### src/rtl/mc_pkg.sv
// Shared definitions for the memory-controller block family.
//   - Default address / data widths (also used by mc_top).
//   - Instruction word size in bytes.
//   - Prefetch FSM state encoding.
package mc_pkg;

  localparam int MC_ADDR_W     = 32;
  localparam int MC_DATA_W     = 32;
  localparam int MC_INST_BYTES = 4;

  // FETCH: normal sequential fetching.
  // DRAIN: a redirect hit while a request was outstanding; the request is
  //        held until its ack, whose data is thrown away.
  typedef enum logic {
    MC_PF_FETCH = 1'b0,
    MC_PF_DRAIN = 1'b1
  } mc_pf_state_e;

endpackage

### src/rtl/mc_sync_fifo.sv
// Synchronous FIFO with a registered head.
//   clk, rst         : clock, synchronous active-high reset
//   flush            : clears contents next cycle (wins over push/pop)
//   push, push_data  : write one entry (ignored when full without a pop)
//   pop              : remove the head (ignored when empty)
//   head_valid       : registered, FIFO non-empty
//   head_data        : registered copy of the oldest entry
//   count_next       : occupancy after this cycle's flush/push/pop
// A pushed word becomes visible on head_data one cycle later at the
// earliest; there is no push-to-head bypass.
module mc_sync_fifo #(
  parameter int WIDTH = 64,
  parameter int DEPTH = 4
) (
  input  logic                     clk,
  input  logic                     rst,
  input  logic                     flush,
  input  logic                     push,
  input  logic [WIDTH-1:0]         push_data,
  input  logic                     pop,
  output logic                     head_valid,
  output logic [WIDTH-1:0]         head_data,
  output logic [$clog2(DEPTH):0]   count_next
);

  localparam int PTR_W = $clog2(DEPTH);
  localparam int CNT_W = PTR_W + 1;

  logic [WIDTH-1:0] mem [DEPTH];
  logic [PTR_W-1:0] rd_ptr, wr_ptr, rd_ptr_n, wr_ptr_n;
  logic [CNT_W-1:0] count, cnt_n;
  logic             head_valid_n;
  logic [WIDTH-1:0] head_data_n;
  logic             full, empty, do_pop, do_push;

  assign full    = (count == CNT_W'(DEPTH));
  assign empty   = (count == '0);
  assign do_pop  = pop && !empty;
  assign do_push = push && (!full || do_pop);

  always_comb begin
    rd_ptr_n     = rd_ptr + PTR_W'(do_pop);
    wr_ptr_n     = wr_ptr + PTR_W'(do_push);
    cnt_n        = count + CNT_W'(do_push) - CNT_W'(do_pop);
    head_valid_n = 1'b0;
    head_data_n  = head_data;
    if (flush) begin
      rd_ptr_n    = '0;
      wr_ptr_n    = '0;
      cnt_n       = '0;
      head_data_n = '0;
    end else if (cnt_n != '0) begin
      head_valid_n = 1'b1;
      // The slot that becomes the head is being written this very cycle
      // exactly when the FIFO is otherwise empty after the pop.
      if (do_push && (wr_ptr == rd_ptr_n)) begin
        head_data_n = push_data;
      end else begin
        head_data_n = mem[rd_ptr_n];
      end
    end
  end

  assign count_next = cnt_n;

  always_ff @(posedge clk) begin
    if (do_push && !flush) begin
      mem[wr_ptr] <= push_data;
    end
  end

  always_ff @(posedge clk) begin
    if (rst) begin
      rd_ptr     <= '0;
      wr_ptr     <= '0;
      count      <= '0;
      head_valid <= 1'b0;
      head_data  <= '0;
    end else begin
      rd_ptr     <= rd_ptr_n;
      wr_ptr     <= wr_ptr_n;
      count      <= cnt_n;
      head_valid <= head_valid_n;
      head_data  <= head_data_n;
    end
  end

endmodule

### src/rtl/mc_inst_prefetch.sv
// Instruction prefetch stage in front of the memory controller's
// instruction port.
//   sys_clk, sys_rst      : clock, synchronous active-high reset
//   core_redirect_i/addr  : one-cycle flush + restart at a new address
//   core_inst_valid_o/ready_i/data_o/addr_o : instruction stream to core
//   mem_inst_stb_o/addr_o : fetch request to the memory controller
//   mem_inst_ack_i/data_i : fetch completion (same-cycle as stb)
//   dbg_state_o           : current FSM state (0 = FETCH, 1 = DRAIN)
//
// Memory handshake: a request is presented by stb=1 with addr; both stay
// stable until the cycle in which ack=1, which is the transfer cycle. Ack
// with stb=0 is ignored. At most one request is ever outstanding.
// Core handshake: a word leaves the FIFO in any cycle with valid && ready,
// unless a redirect is present in the same cycle.
module mc_inst_prefetch
  import mc_pkg::*;
#(
  parameter int                ADDR_W   = MC_ADDR_W,
  parameter int                DATA_W   = MC_DATA_W,
  parameter int                DEPTH    = 4,
  parameter logic [ADDR_W-1:0] RESET_PC = '0
) (
  input  logic              sys_clk,
  input  logic              sys_rst,
  input  logic              core_redirect_i,
  input  logic [ADDR_W-1:0] core_redirect_addr_i,
  output logic              core_inst_valid_o,
  input  logic              core_inst_ready_i,
  output logic [DATA_W-1:0] core_inst_data_o,
  output logic [ADDR_W-1:0] core_inst_addr_o,
  output logic              mem_inst_stb_o,
  output logic [ADDR_W-1:0] mem_inst_addr_o,
  input  logic              mem_inst_ack_i,
  input  logic [DATA_W-1:0] mem_inst_data_i,
  output logic              dbg_state_o
);

  localparam int CNT_W = $clog2(DEPTH) + 1;
  localparam int ENT_W = ADDR_W + DATA_W;

  mc_pf_state_e      state_q, state_d;
  logic [ADDR_W-1:0] fetch_pc_q, fetch_pc_d;
  logic [ADDR_W-1:0] addr_q, addr_d;
  logic              stb_q, stb_d;
  logic [ADDR_W-1:0] redirect_pc;
  logic              xfer, fifo_push, fifo_pop;
  logic [CNT_W-1:0]  count_next;
  logic [ENT_W-1:0]  head;

  // Low address bits are masked rather than sliced so every input bit is used.
  assign redirect_pc = core_redirect_addr_i & ~ADDR_W'(MC_INST_BYTES - 1);
  assign xfer        = stb_q && mem_inst_ack_i;
  // Redirect wins over both the returning word and a core pop.
  assign fifo_push   = xfer && (state_q == MC_PF_FETCH) && !core_redirect_i;
  assign fifo_pop    = core_inst_valid_o && core_inst_ready_i && !core_redirect_i;

  mc_sync_fifo #(
    .WIDTH (ENT_W),
    .DEPTH (DEPTH)
  ) u_fifo (
    .clk        (sys_clk),
    .rst        (sys_rst),
    .flush      (core_redirect_i),
    .push       (fifo_push),
    .push_data  ({addr_q, mem_inst_data_i}),
    .pop        (fifo_pop),
    .head_valid (core_inst_valid_o),
    .head_data  (head),
    .count_next (count_next)
  );

  always_comb begin
    state_d    = state_q;
    fetch_pc_d = fetch_pc_q;
    stb_d      = 1'b0;
    addr_d     = addr_q;
    if (state_q == MC_PF_FETCH) begin
      if (core_redirect_i) begin
        fetch_pc_d = redirect_pc;
        // An un-acked request cannot be withdrawn; wait out its ack.
        if (stb_q && !mem_inst_ack_i) begin
          state_d = MC_PF_DRAIN;
        end
      end else if (xfer) begin
        fetch_pc_d = fetch_pc_q + ADDR_W'(MC_INST_BYTES);
      end
    end else begin
      if (core_redirect_i) begin
        fetch_pc_d = redirect_pc;
      end
      if (xfer) begin
        state_d = MC_PF_FETCH;
      end
    end

    if (state_d == MC_PF_DRAIN) begin
      stb_d  = 1'b1;
      addr_d = addr_q;
    end else begin
      // Evaluated on next-cycle values so an ack cycle can re-issue at once.
      stb_d  = (count_next < CNT_W'(DEPTH));
      addr_d = fetch_pc_d;
    end
  end

  always_ff @(posedge sys_clk) begin
    if (sys_rst) begin
      state_q    <= MC_PF_FETCH;
      fetch_pc_q <= RESET_PC;
      stb_q      <= 1'b0;
      addr_q     <= RESET_PC;
    end else begin
      state_q    <= state_d;
      fetch_pc_q <= fetch_pc_d;
      stb_q      <= stb_d;
      addr_q     <= addr_d;
    end
  end

  assign mem_inst_stb_o   = stb_q;
  assign mem_inst_addr_o  = addr_q;
  assign core_inst_data_o = head[DATA_W-1:0];
  assign core_inst_addr_o = head[DATA_W +: ADDR_W];
  assign dbg_state_o      = state_q;

endmodule
### config.mk
export PLATFORM = sky130hd
export DESIGN_NAME = mc_inst_prefetch
export DESIGN_NICKNAME = d
export VERILOG_FILES = /design/src/rtl/mc_pkg.sv /design/src/rtl/mc_sync_fifo.sv /design/src/rtl/mc_inst_prefetch.sv
export SDC_FILE = /design/constraint.sdc
export NUM_CORES = 1
export LEC_CHECK = 0
export BUFFER_PORTS_ARGS = -buffer_cell sky130_fd_sc_hd__buf_2
export CORE_MARGIN = 5
export CORE_UTILIZATION = 58
export CTS_CLUSTER_SIZE = 28
export DETAILED_ROUTE_END_ITERATION = 10
export PLACE_DENSITY = 0.75
export SETUP_SLACK_MARGIN = 0.4
export SYNTH_ARGS = -nofsm -noshare
export SYNTH_HDL_FRONTEND = slang
export SYNTH_SLANG_ARGS = --single-unit
### constraint.sdc
create_clock -name sys_clk -period 10.27 [get_ports sys_clk]
set_input_delay 2.054 -clock sys_clk [delete_from_list [all_inputs] [get_ports sys_clk]]
set_output_delay 2.054 -clock sys_clk [all_outputs]
set_load 0.01 [all_outputs]
==> metrics list, run 1 <==
- The flow ran to the end, and the final reports show no timing, DRC or antenna violations.
- CP Capture Type: flip-flop
* Total via count after detailed routing: 8,884
- In this run the static leakage power is 6.49 nW.
- Startpoint of the worst register-to-register path: mem_inst_stb_o$_SDFF_PP0_
- X dimension of the die: 170 um
- The die covers 29,000 um2.
- Critical Path Start: core_redirect_i
- Count of flip-flops with a built-in enable after synthesis: 256
- Post-synthesis cell count: 965
* Combined area of all synthesized cells: 14,900 um2
* Final count of negative-setup-slack endpoints: 0
* Cts hold-fix bufs: 0
- STA classifies the critical path startpoint as a primary input.
* Clk Tree Root Cell: sky130_fd_sc_hd__clkbuf_16
* Cell occurring most often along the worst timing path: sky130_fd_sc_hd__buf_4
* Synth cell types: 59
- The most used flip-flop cell after synthesis is sky130_fd_sc_hd__edfxtp_1.
- Clock transition at the register clock pins on the worst setup and hold paths after CTS: 0.06 ns
* Maximum clock rate: 166 MHz
* TritonCTS clock tree: done
* Via count of the first global-routing pass: 9,031
- The core region is 25,300 um2.
- Path depth of the worst reg2reg path: 11
- Number of vias per cell after detailed routing: 5.95
* Nets: 1,210
- # DRC: 0
- After layout, the worst path uses 58.6% of the clock period.
- For the pin with the worst max-slew slack, the measured transition is 1.07 ns.
- Worst reg2reg setup slack: 5.77 ns
- First-pass GRT wire length: 50,000 um
- The average instance in the mapped netlist occupies 15.5 um2.
- Data arrival time at the worst-slack endpoint: 6.46 ns
* Clock buffer depth: 3
- Maximum number of pins on one net before global-route repair: 65
- Post-DP HPWL: 19,300 um
* Starting density of the core: 59.1%
* Post-route non-filler standard cell count: 1,494
- Input and output buffers added on the ports amount to 165.
- Including well taps, the total number of placed cells is 1,423.
- During I/O placement, the number of pins put on the boundary was 168.
- Main area contributors after synthesis: sky130_fd_sc_hd__edfxtp_1 52%, sky130_fd_sc_hd__dfxtp_1 19%, sky130_fd_sc_hd__mux4_2 9.7%
* Aggregate routed wire length: 32,000 um
- Buffering stage count on the worst path with inverters included: 4
* Die outline height: 170 um
- Power per standard cell area: 187 nW/um2
- Data on the critical path is required at its endpoint by 10.72 ns.
- The worst hold path belongs to the class flip-flop to flip-flop.
* Total nets after synthesis: 1,040
- Slowest cell delay on critical path: 0.74 ns
* Final global-route overflow total: 0
* Final ANT Viol Nets: 0
- The initial antenna violation count came to 1.
- Final setup slack of the worst path: 4.25 ns
- Crit-path cells: buf_2, buf_4, nand4bb_1, a21oi_1, ha_1, inv_1, fa_1, xnor3_1, nand3b_1, and3_2, buf_4, a22oi_1, nand2_1
- In the synthesized netlist the async set-or-reset flop fraction comes to 0%.
* CP Depth: 13
- In this run, the number of DRC markers left after iteration 0 of detailed routing was 734.
- Sequential elements use 70.0% of the synthesized area.
- Crit path max fanout: 43
- The slowest stage of the critical path is the sky130_fd_sc_hd__nand4bb_1 cell.
- Slew Limit Headroom: 28.8%
- Average wire per standard cell: 21.4 um
- The worst register-to-register path ends at u_fifo.head_data[55]$_SDFFE_PP0P_.
- Aggregate negative setup slack: 0 ns
- The floorplan has 58 rows.
- Before CTS, the worst setup slack after placement is 3.76 ns.
- Compared with the post-synthesis result, the final layout area differs by 16.1%.
- Post-route minimum period: 6.02 ns
- Flops & latches, synth: 394
* Commonest cells after routing, fill and taps aside: 256 x sky130_fd_sc_hd__edfxtp_1, 165 x sky130_fd_sc_hd__buf_2, 156 x sky130_fd_sc_hd__nand2_1, 138 x sky130_fd_sc_hd__dfxtp_1
- Biggest area consumer among synthesized cells: sky130_fd_sc_hd__edfxtp_1
* Clock latency of the later-clocked register in the worst-skew pair: 0.51 ns
- Critical path class: primary input to flip-flop
- Routability-driven placement finished with a final weighted congestion of 0.865.
- For this run, the number of Yosys warnings is 0.
* Max rail drop VDD: 0.000139 V
* Fraction of synthesized cell area taken by the top area cell type: 51.5%
- The cell family contributing the most delay on the critical path is simple AND/OR/NAND/NOR gates.
* Inserted Clock Buffers: 40
- CTS saw 394 sinks.
- After clock tree synthesis, the repair step resized 0 gates.
- Before antenna repair, the detailed router went through 5 iterations.
- Clock skew after layout: 0.0130 ns
- In this run the number of H-tree levels came out at 2.
* Buffers inserted during post-CTS setup optimization: 0
* Number of diodes: 0
* Capturing element of the worst setup path: u_fifo.head_data[55]$_SDFFE_PP0P_
- Across the run, the number of max-cap violations was 0.
- The library cell used most frequently in the layout, excluding fill and tap cells, is sky130_fd_sc_hd__edfxtp_1.
* Setup repair after global routing missed its margin: false
* Final hold violation count: 0
- The post-route netlist has 28.4% of its cells at a drive strength greater than 1.
* Max-slew violation count: 0
- For this run, the total global-route usage over all layers was measured as 22.0%.
-- cells in the mapped netlist (2+ instances only) --
master	number
sky130_fd_sc_hd__mux2_2	21
sky130_fd_sc_hd__nor4_1	5
sky130_fd_sc_hd__xnor2_1	2
sky130_fd_sc_hd__a211oi_1	2
sky130_fd_sc_hd__nand2_1	156
sky130_fd_sc_hd__clkbuf_1	25
sky130_fd_sc_hd__nand4bb_1	2
sky130_fd_sc_hd__inv_1	6
sky130_fd_sc_hd__nand3_1	10
sky130_fd_sc_hd__a21o_1	4
sky130_fd_sc_hd__nand3b_1	4
sky130_fd_sc_hd__nand4_1	8
sky130_fd_sc_hd__xor2_1	2
sky130_fd_sc_hd__a22oi_1	64
sky130_fd_sc_hd__a32o_1	2
sky130_fd_sc_hd__nor2b_1	7
sky130_fd_sc_hd__nor3b_1	5
sky130_fd_sc_hd__a31o_2	2
sky130_fd_sc_hd__and2_1	8
sky130_fd_sc_hd__buf_4	4
sky130_fd_sc_hd__buf_2	14
sky130_fd_sc_hd__and3b_1	4
sky130_fd_sc_hd__mux4_2	64
sky130_fd_sc_hd__a311oi_1	3
sky130_fd_sc_hd__and4_1	3
sky130_fd_sc_hd__nor2_1	38
sky130_fd_sc_hd__o31ai_1	2
sky130_fd_sc_hd__ha_1	5
sky130_fd_sc_hd__mux2i_1	15
sky130_fd_sc_hd__and3_1	6
sky130_fd_sc_hd__a22o_1	4
sky130_fd_sc_hd__nand4_2	2
sky130_fd_sc_hd__nor3_1	7
sky130_fd_sc_hd__edfxtp_1	256
sky130_fd_sc_hd__o2bb2ai_1	2
sky130_fd_sc_hd__a31oi_1	8
sky130_fd_sc_hd__o22a_1	6
sky130_fd_sc_hd__a21oi_1	8
sky130_fd_sc_hd__dfxtp_1	138
sky130_fd_sc_hd__o21ai_0	17
sky130_fd_sc_hd__or3_1	2
sky130_fd_sc_hd__buf_1	5
-- tightest hold or removal path, cell delays in order, from the launching register on --
cell and delay, ns:
sky130_fd_sc_hd__dfxtp_1 0.30, sky130_fd_sc_hd__nand2_1 0.05, sky130_fd_sc_hd__nand2_1 0.04
-- worst min path at each step --
stage | start | to | slack [ns] | depth (start not counted)
after global placement | u_fifo.head_data[42]$_SDFFE_PP0P_ | u_fifo.head_data[42]$_SDFFE_PP0P_ | 0.42 | 2
final | u_fifo.head_data[17]$_SDFFE_PP0P_ | u_fifo.head_data[17]$_SDFFE_PP0P_ | 0.43 | 2
after floorplan | fetch_pc_q[0]$_SDFF_PP0_ | fetch_pc_q[0]$_SDFF_PP0_ | 0.43 | 1
after detailed placement | u_fifo.head_data[7]$_SDFFE_PP0P_ | u_fifo.head_data[7]$_SDFFE_PP0P_ | 0.42 | 2
after CTS | u_fifo.head_data[7]$_SDFFE_PP0P_ | u_fifo.head_data[7]$_SDFFE_PP0P_ | 0.43 | 2
after global routing | u_fifo.head_data[16]$_SDFFE_PP0P_ | u_fifo.head_data[16]$_SDFFE_PP0P_ | 0.45 | 2
-- flip-flops by register name (all words and copies together) (netlist names), 2 cells and up --
name / count
mem_inst_addr_o: 32
u_fifo.mem: 256
u_fifo.count: 3
u_fifo.wr_ptr: 2
fetch_pc_q: 32
u_fifo.head_data: 64
u_fifo.rd_ptr: 2
-- metal layers --
layer | share of wire, % | vias up | global-route usage, %
met1 | 43 | 4421 | 31.6
li1 | - | 4074 | -
met5 | 0.050 | - | 0
met4 | 1.7 | 2 | 5.24
met3 | 7.1 | 50 | 4.25
met2 | 48 | 337 | 35.6
-- final cells by class --
class | instances | area, um2
flip-flops and latches | 394 | 10500
fillers | 1710 | 7930
multi-input cells | 517 | 4310
clock buffers | 59 | 1140
repair buffers | 176 | 908
well taps | 330 | 413
clock inverters | 12 | 77.6
inverters | 6 | 22.5
-- kinds of logic after synthesis --
group                    after synthesis  share of synthesized area [%]
flip-flops                           394                           70.0
AO/OA/AOI/OAI                        131                           6.41
multiplexers                         101                           12.4
buffers and inverters                 54                           1.58
XOR/XNOR                               6                          0.545
AND/OR/NAND/NOR                      273                           8.54
adder cells (fa/ha/maj)                6                          0.553
-- metrics by stage --
| step | total power [mW] | hold slack, ns | util, % | instance area (um2) |
|---|---|---|---|---|
| after floorplan | 1.85 | 0.429 | - | 14900 |
| after global placement | 1.91 | 0.418 | 63.8 | 16100 |
| after detailed placement | 1.92 | 0.425 | 63.8 | 16100 |
| after CTS | 3.26 | 0.434 | 68.6 | 17300 |
| after global routing | 3.35 | 0.454 | 68.6 | 17300 |
| final | 3.24 | 0.429 | 68.6 | 17300 |
-- power breakdown --
group | leakage, nW | switching [mW] | internal [mW]
Combinational | 2.43 | 0.0763 | 0.0531
Sequential | 3.47 | 0.0327 | 1.72
Clock | 0.592 | 0.561 | 0.795
Power figures use the tool's default switching activity.
==> inputs of run 2 (changes only) <==
Clock period 10.27 ns to 5.6 ns, I/O delays scaled along.
==> run 2 against run 1 <==
  * Flip-flop and latch count unchanged
  * Final cell count rose by 0.33%
  * Clock skew grew 0.0022 ns
  * Sequential power is 84% higher
  * Non-clock buffer count is 2 higher
  * Sequential share of layout area fell by 0.55 points
  * Via count decreased by 0.28%
  * Core utilization rose by 0.63 points
  * Worst setup slack lost 2.5 ns
  * Cell area up 0.92%
  * Largest cell class unchanged
  * Largest power group unchanged
  * Highest routed layer is now met4
==> metrics list, run 2 (synthesis gave the netlist of run 1 again) <==
- The diode insertion count for antenna repair was 0 (unchanged).
- The count of cells resized by post-cts repair came to 0 (unchanged).
- The number of antenna-violating nets in the routed design came to 0 (unchanged).
- The leakage power summed over all cells came to 6.55 nW (+1.0%).
- After layout, the worst path uses 69.0% of the clock period.
- The share of total power in combinational logic was 4.0% (about the same).
- The worst path in the final design needs a cycle of 3.86 ns, including I/O delays and setup.
- The total of buffers placed on input and output ports is 165 (unchanged).
- Clk Tree Root Cell: sky130_fd_sc_hd__clkbuf_16
- Share of power burned in registers: 53.1% (-1.0 points)
- The layout net count is 1,212 (+0.17%).
- The internal portion of total power came to 4.80 mW (+87%).
- Total routing usage reported by global routing: 22.2% (+0.15 points)
- The number of top-level design ports came to 168 (unchanged).
- Leaving out fill and tap cells, the most frequent cell in the layout is sky130_fd_sc_hd__edfxtp_1.
- The final hold violation count is 0 (unchanged).
* Placeable Area: 25,300 um2 (unchanged)
- Signed area change from the synthesized netlist to the final layout: 17.2%
- Counting flops per register, the top entry is u_fifo.mem.
- Startpoint kind of the worst setup timing path: primary input
- The clock tree skew after final layout was 0.0153 ns (+0.00223 ns).
- The vertical die dimension was 170 um (unchanged).
* Aggregate negative setup slack: 0 ns (unchanged)
* Final global-route overflow total: 0 (unchanged)
- Capturing point of the worst reg2reg path: u_fifo.head_data[30]$_SDFFE_PP0P_
- The flip-flop count of the largest register after layout came to 256 (unchanged).
- Net switching power: 1.26 mW (+89%)
* CP required: 6.07 ns (-4.65 ns)
* 1st-pass router iterations: 4 (-1)
* Crit path max fanout: 53 (+23%)
- The arrival time at the worst endpoint came to 4.33 ns (-2.13 ns).
* Aggregate routed wire length: 32,000 um (about the same)
* TritonCTS clock tree: done
- The placement-stage cell area was 16,200 um2 (+0.51%).
* Max rail drop VDD: 0.000214 V (+54%)
- The fraction of power spent switching nets was 20.9% (+0.17 points).
- Average wire per standard cell: 21.3 um (-0.41%)
* Placement Setup Slack: 1.21 ns (-2.55 ns)
- The hold path depth came to 2 (unchanged).
- Cts hold-fix bufs: 0 (unchanged)
* Path depth of the worst reg2reg path: 11 (unchanged)
- The power density relative to cell area was 346 nW/um2 (+85%).
- The total setup violations reported at the end of the flow was 0 (unchanged).
- Top Registers: u_fifo.mem (256), u_fifo.head_data (64)
- Startpoint of the worst register-to-register path: mem_inst_stb_o$_SDFF_PP0_
- DRT iter0 DRCs: 789 (+7.5%)
- Setup repair after global routing missed its margin: false
- Clock buffer depth: 3 (unchanged)
- Clk sinks: 394 (unchanged)
- The starting utilization of the core area is 59.1% (unchanged).
- First-pass GRT wire length: 50,400 um (+0.94%)
- Count of maximum capacitance violations: 0 (unchanged)
* Maximum clock rate: 259 MHz
- In the layout the commonest cells are 256 x sky130_fd_sc_hd__edfxtp_1, 165 x sky130_fd_sc_hd__buf_2, 156 x sky130_fd_sc_hd__nand2_1, 138 x sky130_fd_sc_hd__dfxtp_1.
- Design area: 17,500 um2 (+0.92%)
* Clk network pwr share: 43.0% (+1.1 points)
- Slew @ Worst Pin: 1.09 ns (+0.0254 ns)
* Buffers inserted during post-CTS setup optimization: 0 (unchanged)
- The overall die width came to 170 um (unchanged).
- The site row count was 58 (unchanged).
* Inserted Clock Buffers: 40 (unchanged)
- The final weighted congestion in routability-driven placement was 0.878 (+1.5%).
- The initial antenna violation count is 0 (-1).
* Hold path startpoint: u_fifo.head_data[21]$_SDFFE_PP0P_
- Slew Limit Headroom: 26.8% (-2.0 points)
- The critical path goes through buf_2, nand3b_1, a21oi_1, ha_1, inv_1, fa_1, xnor3_1, and3b_1, nor3_4, buf_4, a22oi_1, nand2_1.
- Worst reg2reg setup slack: 2.12 ns (-3.65 ns)
* Status: completed
- The H-tree depth was 2 (unchanged).
- The HPWL after detailed placement was 19,200 um (-0.47%).
* Fraction of final layout cells sized beyond drive strength 1: 29.5% (+1.2 points)
* Slowest cell delay on critical path: 0.59 ns (-0.15 ns)
- Number of vias per cell after detailed routing: 5.91 (-0.61%)
- Max-slew violation count: 0 (unchanged)
- Hold worst-path end: u_fifo.head_data[21]$_SDFFE_PP0P_
* # DRC: 0 (unchanged)
- The via count of the first global-routing pass was 9,096 (+0.72%).
- The final critical-path setup slack is 1.74 ns (-2.52 ns).
- Clock transition at the register clock pins on the worst setup and hold paths after CTS: 0.06 ns (about the same)
- The worst-skew pair later-pin latency is 0.52 ns (about the same).
- Total die area: 29,000 um2 (unchanged)
- Tightest Hold Check Type: flip-flop to flip-flop
* CP Capture Type: flip-flop
- The maximum number of pins on one net before global-route repair was 65 (unchanged).
- The critical path in this run is classified as primary input to flip-flop.
- Critical-path top delay cell: sky130_fd_sc_hd__buf_4
- The total via count in the routed design was 8,859 (-0.28%).
-- run 2: final cells by class --
cell class                      count  area (um2)
Sequential cell                   394       10500
Timing Repair Buffer              178         986
Inverter                            6        22.5
Multi-Input combinational cell    517        4320
Tap cell                          330         413
Fill cell                        1720        7770
Clock buffer                       53        1110
Clock inverter                     21         190
-- run 2: critical path: cells and delay by family --
family / cells / cell delay [ns]
simple gates: 4 / 0.83
xor+xnor: 1 / 0.25
buf+inv: 3 / 0.85
compound gates: 2 / 0.65
fa+ha+maj: 2 / 0.62
-- run 2: per-stage QoR --
stage                     util, %  hold WS, ns  power [mW]  std cells
after floorplan                 -        0.429        3.39        965
after global placement       64.1        0.419        3.51       1425
after detailed placement     64.1        0.424        3.52       1425
after CTS                    69.2        0.433        6.12       1499
after global routing         69.2        0.448        6.28       1499
final                        69.2        0.428        6.06       1499
-- run 2: power groups by stage --
| stage | sequential, mW | clock [mW] | combinational (mW) |
|---|---|---|---|
| floorplan | 3.27 | 0 | 0.118 |
| global placement | 3.27 | 0 | 0.234 |
| detailed placement | 3.28 | 0 | 0.239 |
| CTS | 3.22 | 2.66 | 0.241 |
| global route | 3.22 | 2.79 | 0.261 |
| finish | 3.22 | 2.60 | 0.239 |
-- run 2: worst max-delay path by stage --
stage | end | from | cells after the start | slack (ns)
after global placement | u_fifo.head_data[1]$_SDFFE_PP0P_ | core_redirect_i | 12 | 1.30
after CTS | u_fifo.head_data[30]$_SDFFE_PP0P_ | core_redirect_i | 12 | 1.73
after detailed placement | u_fifo.head_data[1]$_SDFFE_PP0P_ | core_redirect_i | 12 | 1.21
after floorplan | u_fifo.mem[1][0]$_DFFE_PP_ | core_redirect_i | 5 | 0.55
final | u_fifo.head_data[30]$_SDFFE_PP0P_ | core_redirect_i | 12 | 1.74
after global routing | u_fifo.head_data[30]$_SDFFE_PP0P_ | core_redirect_i | 12 | 1.49
-- run 2: metal layers --
| metal | vias up | GRT usage, % | part of all wire [%] |
|---|---|---|---|
| li1 | 4080 | - | - |
| met1 | 4430 | 32.1 | 43 |
| met2 | 309 | 35.6 | 48 |
| met3 | 40 | 4.34 | 7.3 |
| met4 | 0 | 5.10 | 1.5 |
| met5 | - | 0 | 0 |
